==> src/rtl/phy_lane_pkg.sv <==
// Shared lane-path definitions: slot encoding and lane ordering used by the TX mux
// tree and the RX de-interleaver.
package phy_lane_pkg;

    localparam int unsigned SLOT_W  = 2;
    localparam int unsigned N_LANES = 4;
    localparam int unsigned LANE_W  = 2;

    localparam logic [SLOT_W-1:0] SLOT_L0 = 2'd0;
    localparam logic [SLOT_W-1:0] SLOT_L2 = 2'd1;
    localparam logic [SLOT_W-1:0] SLOT_L1 = 2'd2;
    localparam logic [SLOT_W-1:0] SLOT_L3 = 2'd3;

    // Two-level interleave order: slots 1 and 2 carry lanes 2 and 1.
    function automatic logic [LANE_W-1:0] slot_to_lane(input logic [SLOT_W-1:0] slot);
        logic [LANE_W-1:0] lane;
        unique case (slot)
            SLOT_L0: lane = 2'd0;
            SLOT_L2: lane = 2'd2;
            SLOT_L1: lane = 2'd1;
            SLOT_L3: lane = 2'd3;
            default: lane = 2'd0;
        endcase
        return lane;
    endfunction

endpackage

==> src/rtl/lane_slot_ctr.sv <==
// Free-running 2-bit lane slot counter with realignment on sync and a last-slot decode.
module lane_slot_ctr
    import phy_lane_pkg::*;
(
    input  logic              clk_i,
    input  logic              reset_i,
    input  logic              sync_i,
    output logic [SLOT_W-1:0] slot_o,
    output logic              slot_last_o
);

    logic [SLOT_W-1:0] slot_q, slot_d;

    // A sync byte is slot 0 by definition, so the slot that follows it is always 1.
    always_comb begin
        slot_d = slot_q + SLOT_W'(1);
        if (sync_i) begin
            slot_d = SLOT_L0 + SLOT_W'(1);
        end
    end

    always_ff @(posedge clk_i) begin
        if (reset_i) begin
            slot_q <= SLOT_L0;
        end else begin
            slot_q <= slot_d;
        end
    end

    assign slot_o      = slot_q;
    assign slot_last_o = (slot_q == SLOT_L3) && !sync_i;

endmodule

==> src/rtl/demux_l1x4.sv <==
// RX lane de-interleaver: rebuilds four parallel lanes from the serialized slot stream
// and presents one complete frame every four cycles with a single-cycle strobe.
module demux_l1x4
    import phy_lane_pkg::*;
#(
    parameter int unsigned DATA_W = 8
) (
    input  logic              clk_4f,
    input  logic              reset,
    input  logic              sync,
    input  logic [DATA_W-1:0] data_in,
    input  logic              valid_in,
    output logic [DATA_W-1:0] data_0,
    output logic [DATA_W-1:0] data_1,
    output logic [DATA_W-1:0] data_2,
    output logic [DATA_W-1:0] data_3,
    output logic              valid_0,
    output logic              valid_1,
    output logic              valid_2,
    output logic              valid_3,
    output logic              frame_valid
);

    localparam int unsigned N_STG = N_LANES - 1;

    logic [SLOT_W-1:0] slot;
    logic              slot_last;
    logic [LANE_W-1:0] lane;
    logic [DATA_W-1:0] in_data;

    logic [DATA_W-1:0] stg_data_q [N_STG];
    logic [DATA_W-1:0] stg_data_d [N_STG];
    logic [N_STG-1:0]  stg_valid_q, stg_valid_d;

    logic [DATA_W-1:0]  out_data_q [N_LANES];
    logic [DATA_W-1:0]  out_data_d [N_LANES];
    logic [N_LANES-1:0] out_valid_q, out_valid_d;
    logic               frame_valid_q, frame_valid_d;

    lane_slot_ctr u_slot_ctr (
        .clk_i       (clk_4f),
        .reset_i     (reset),
        .sync_i      (sync),
        .slot_o      (slot),
        .slot_last_o (slot_last)
    );

    assign lane    = slot_to_lane(slot);
    assign in_data = valid_in ? data_in : '0;

    always_comb begin
        stg_data_d    = stg_data_q;
        stg_valid_d   = stg_valid_q;
        out_data_d    = out_data_q;
        out_valid_d   = out_valid_q;
        frame_valid_d = 1'b0;

        if (sync) begin
            // Realign: drop any partial frame so old and new alignment never mix.
            for (int i = 0; i < int'(N_STG); i++) begin
                stg_data_d[i] = '0;
            end
            stg_valid_d    = '0;
            stg_data_d[0]  = in_data;
            stg_valid_d[0] = valid_in;
        end else if (slot_last) begin
            for (int i = 0; i < int'(N_STG); i++) begin
                out_data_d[i]  = stg_data_q[i];
                out_valid_d[i] = stg_valid_q[i];
            end
            out_data_d[N_LANES-1]  = in_data;
            out_valid_d[N_LANES-1] = valid_in;
            frame_valid_d          = 1'b1;
        end else begin
            stg_data_d[lane]  = in_data;
            stg_valid_d[lane] = valid_in;
        end
    end

    always_ff @(posedge clk_4f) begin
        if (reset) begin
            for (int i = 0; i < int'(N_STG); i++) begin
                stg_data_q[i] <= '0;
            end
            for (int i = 0; i < int'(N_LANES); i++) begin
                out_data_q[i] <= '0;
            end
            stg_valid_q   <= '0;
            out_valid_q   <= '0;
            frame_valid_q <= 1'b0;
        end else begin
            stg_data_q    <= stg_data_d;
            stg_valid_q   <= stg_valid_d;
            out_data_q    <= out_data_d;
            out_valid_q   <= out_valid_d;
            frame_valid_q <= frame_valid_d;
        end
    end

    assign data_0      = out_data_q[0];
    assign data_1      = out_data_q[1];
    assign data_2      = out_data_q[2];
    assign data_3      = out_data_q[3];
    assign valid_0     = out_valid_q[0];
    assign valid_1     = out_valid_q[1];
    assign valid_2     = out_valid_q[2];
    assign valid_3     = out_valid_q[3];
    assign frame_valid = frame_valid_q;

endmodule

==> config.mk <==
export PLATFORM = sky130hd
export DESIGN_NAME = demux_l1x4
export DESIGN_NICKNAME = d
export VERILOG_FILES = /design/src/rtl/phy_lane_pkg.sv /design/src/rtl/lane_slot_ctr.sv /design/src/rtl/demux_l1x4.sv
export SDC_FILE = /design/constraint.sdc
export NUM_CORES = 1
export LEC_CHECK = 0
export ABC_CLOCK_PERIOD_IN_PS = 1400
export CAP_MARGIN = 20
export CELL_PAD_IN_SITES_DETAIL_PLACEMENT = 1
export CELL_PAD_IN_SITES_GLOBAL_PLACEMENT = 1
export CORE_AREA = 4 4 91 93
export CTS_CLUSTER_SIZE = 14
export DETAILED_ROUTE_END_ITERATION = 10
export DIE_AREA = 0 0 95 97
export PLACE_DENSITY_LB_ADDON = 0.1
export SLEW_MARGIN = 25
export SYNTH_ARGS = -nofsm -noshare
export SYNTH_HDL_FRONTEND = slang
export SYNTH_SLANG_ARGS = --single-unit
export TNS_END_PERCENT = 5
==> constraint.sdc <==
create_clock -name clk_4f -period 1.4 [get_ports clk_4f]
set_input_delay 0.28 -clock clk_4f [delete_from_list [all_inputs] [get_ports clk_4f]]
set_output_delay 0.28 -clock clk_4f [all_outputs]
set_load 0.01 [all_outputs]
==> results.md <==
* Total GRT Usage at 0.1471
* Synthesized instance count at roughly 290
* HP Class: in -> reg
* Port Buf Inserts at 48
* Core Footprint at between 7000 and 8000 µm²
* Worst setup EP type: register
* Syn Nets at 308
* Die area at about 9200 µm²
* Worst setup SP type: register
* CTS root buffer: clkbuf_8
* Crit path max fanout at 6
* Status: completed
* Post-DP HPWL at 4.310 mm
* Synth unique cells at 22
* Clk_lat worst skew at around 340 ps
* Pin count of the biggest net entering global routing at 38
* Ys async rst share at 0
* Synth area leader: dfxtp_1
* Maxcap violations at 0
* Max Buffers Root-to-Sink at 2
* GRT overflow at 0
* Final Instance Area at roughly 3400 µm²
* Hold Slack at between 300 and 400 ps
* Final Max Slew Viols at 0
* Pwr Density at 1175 nW/µm²
* Vias at between 2000 and 2500
* Wire per inst at approximately 14 µm
* Crit-path cells: inv_4 -> ha_4 -> nor2b_4 -> or4b_1 -> o31ai_1
* Vias per Instance at between 4 and 5
* First-pass GRT wire length at 10.58 mm
* CTS sink cnt at 66
* Worst rel slew slack at 0.8018
* Die width at between 90 and 100 µm
* CP bufs+invs at 1
* Post-route ant nets at 0
* IO Pins at 49
* Ys Warns at 0
* Antenna diode count at 0
* Crit path DAT at roughly 1600 ps
* Placed inst area at ~3100 µm²
* FMAX at ~0.72 GHz
* Core Rows at 32
* Hold Violations, Final at 0
* Tot Pwr at about 0.004 W
* Antenna violations before repair at 0
* DRT iter0 DRCs at 63
* Drt total wl at 6.357 mm
* Vias in the first global route at about 2100
* GPL Wtd Cong at 0.6777
* TritonCTS clock tree: built
* Final Setup Violations at 0
* Synth top area cells: dfxtp_1, a21oi_1, nand2_1
* Number of flops mapped to enable cells by yosys at 0
* Nets at roughly 360
* Mapped Avg Cell Area at 8.523 µm²
* Htree depth at 3
* Top-count cell post-synth: nand2_1
* Share of cells above drive strength 1 at 0.1445
* Worst Skew at 5.371 ps
* #FFs+latches synth at 66
* Clk slew on worst S/H paths at approximately 70 ps
* Top cell type's share of synthesized area at 0.5309
* Sequential fraction of the synthesis area at 0.5309
* Drt drc at 0
* DIE HEIGHT at approximately 97 µm
* Final min period at 1383 ps
* Mapped cell area at ~2500 µm²
* Area Overhead vs Synth at 37.26%
* Finished Core Util at 0.4538
* Initial cell density of the core at 0.3306
* RSZ-0062 raised after global routing: yes
* IR drop worst, VDD at 0.4679 mV
* Crit path required time at 1650 ps
* Fillers at ~920
* Synth Flop Type: dfxtp_1
* Fin Setup TNS at 0 ps
* Final worst-path cycle share at 0.9881
* CP delay by family, top: simple AND/OR/NAND/NOR gates
* WS Path Type: reg -> reg
* Hold-fix buffers, CTS at 0
* Static Leak at ~1.4 nW
* CP max-delay cell: or4b_1
* 1st-pass router iterations at 4
* Crit path largest cell delay at around 520 ps
* Most frequent cells after synthesis: nand2_1, dfxtp_1, a21oi_1, nand3_1, nand2b_1
* Slew @ Worst Pin at 297.3 ps
* CTS buffer count at 9
==> path summary, 6_finish.rpt <==
kind	endpoint	slack, ps	depth (start not counted)	start
hold / removal	stg_data_q[17]	380	2	reset
setup / recovery	stg_data_q[19]	20	5	u_slot_ctr.slot_o[0]
hold reg to reg	data_0[6]	450	2	data_0[6]
setup reg to reg	stg_data_q[19]	20	5	u_slot_ctr.slot_o[0]
==> kinds of logic (layout without fill, tap and decap cells) <==
kind of cell / after synthesis / after routing / synth area share
mux: 2 / 2 / 0.008045
simple gates: 130 / 131 / 0.2519
fa+ha+maj: 4 / 4 / 0.02011
compound gates: 63 / 63 / 0.1347
flops: 66 / 66 / 0.5309
buf+inv: 27 / 87 / 0.05429
==> worst register-to-register path, stage by stage, from the launching register on <==
cell and delay, ps:
dfxtp_4 380, inv_4 50, ha_4 140, nor2b_4 140, or4b_1 520, o31ai_1 80
==> state kept, by name, summed over array words and instances (netlist names) <==
register / cells
data_0: 8
data_1: 8
data_2: 8
data_3: 8
frame_valid: 1
out_valid_q: 4
stg_data_q: 24
stg_valid_q: 3
u_slot_ctr.slot_o: 2
==> through the flow <==
stage	setup WS [ps]	std cells
4_1_cts	-46.57	452
6_report	16.70	455
3_5_place_dp	-185.5	436
5_1_grt	-52.42	455
3_3_place_gp	-168.7	436
2_1_floorplan	10.28	292
==> power breakdown <==
part / internal (W) / switching (W)
clock network: 0.00110 / 0.000710
registers: 0.00190 / 0.0000179
logic: 0.000124 / 0.000156
==> cell type report <==
| class | instances | area, µm² | area share |
|---|---|---|---|
| inverter | 4 | 20.02 | 0.005861 |
| clock inverter | 4 | 73.82 | 0.02161 |
| multi-input combinational | 200 | 1094 | 0.3201 |
| tap | 102 | 127.6 | 0.03736 |
| timing repair buffer | 67 | 616.8 | 0.1806 |
| sequential | 66 | 1329 | 0.3890 |
| clock buffer | 12 | 155.1 | 0.04542 |
==> routing by layer <==
metal  vias up  routed length (µm)  track usage
met5         -                   0            0
met4         0                  90      0.06992
met3         7                 304      0.03733
met2        42                3064       0.2261
met1      1020                2897       0.1903
li1       1093                   -            -
==> timing repair <==
action	CTS	global route
pin swaps	0	2
buffers inserted	0	2
setup endpoints to repair	45	44
endpoints found under the hold margin	0	0
cloned	0	1
gates resized for setup	38	15
==> cells in the final DEF, fill, tap and decap left out, types with 2 or more instances in the layout <==
master,netlist,layout
clkbuf_8,0,11
dfxtp_4,0,2
inv_4,0,2
ha_4,0,2
nor2_1,3,3
clkdlybuf4s50_1,0,10
buf_6,1,2
buf_12,0,3
ha_1,4,2
nand2b_1,17,17
nor2b_2,0,2
buf_4,2,14
nand3_1,24,24
o31ai_2,0,2
o31ai_1,8,6
nand2_1,72,72
mux2i_1,2,2
a21oi_1,54,54
dlygate4sd2_1,0,37
bufinv_16,0,2
or4b_4,0,2
or4b_1,8,6
dfxtp_1,66,64
No activity file was read; power rests on OpenSTA's default activity.
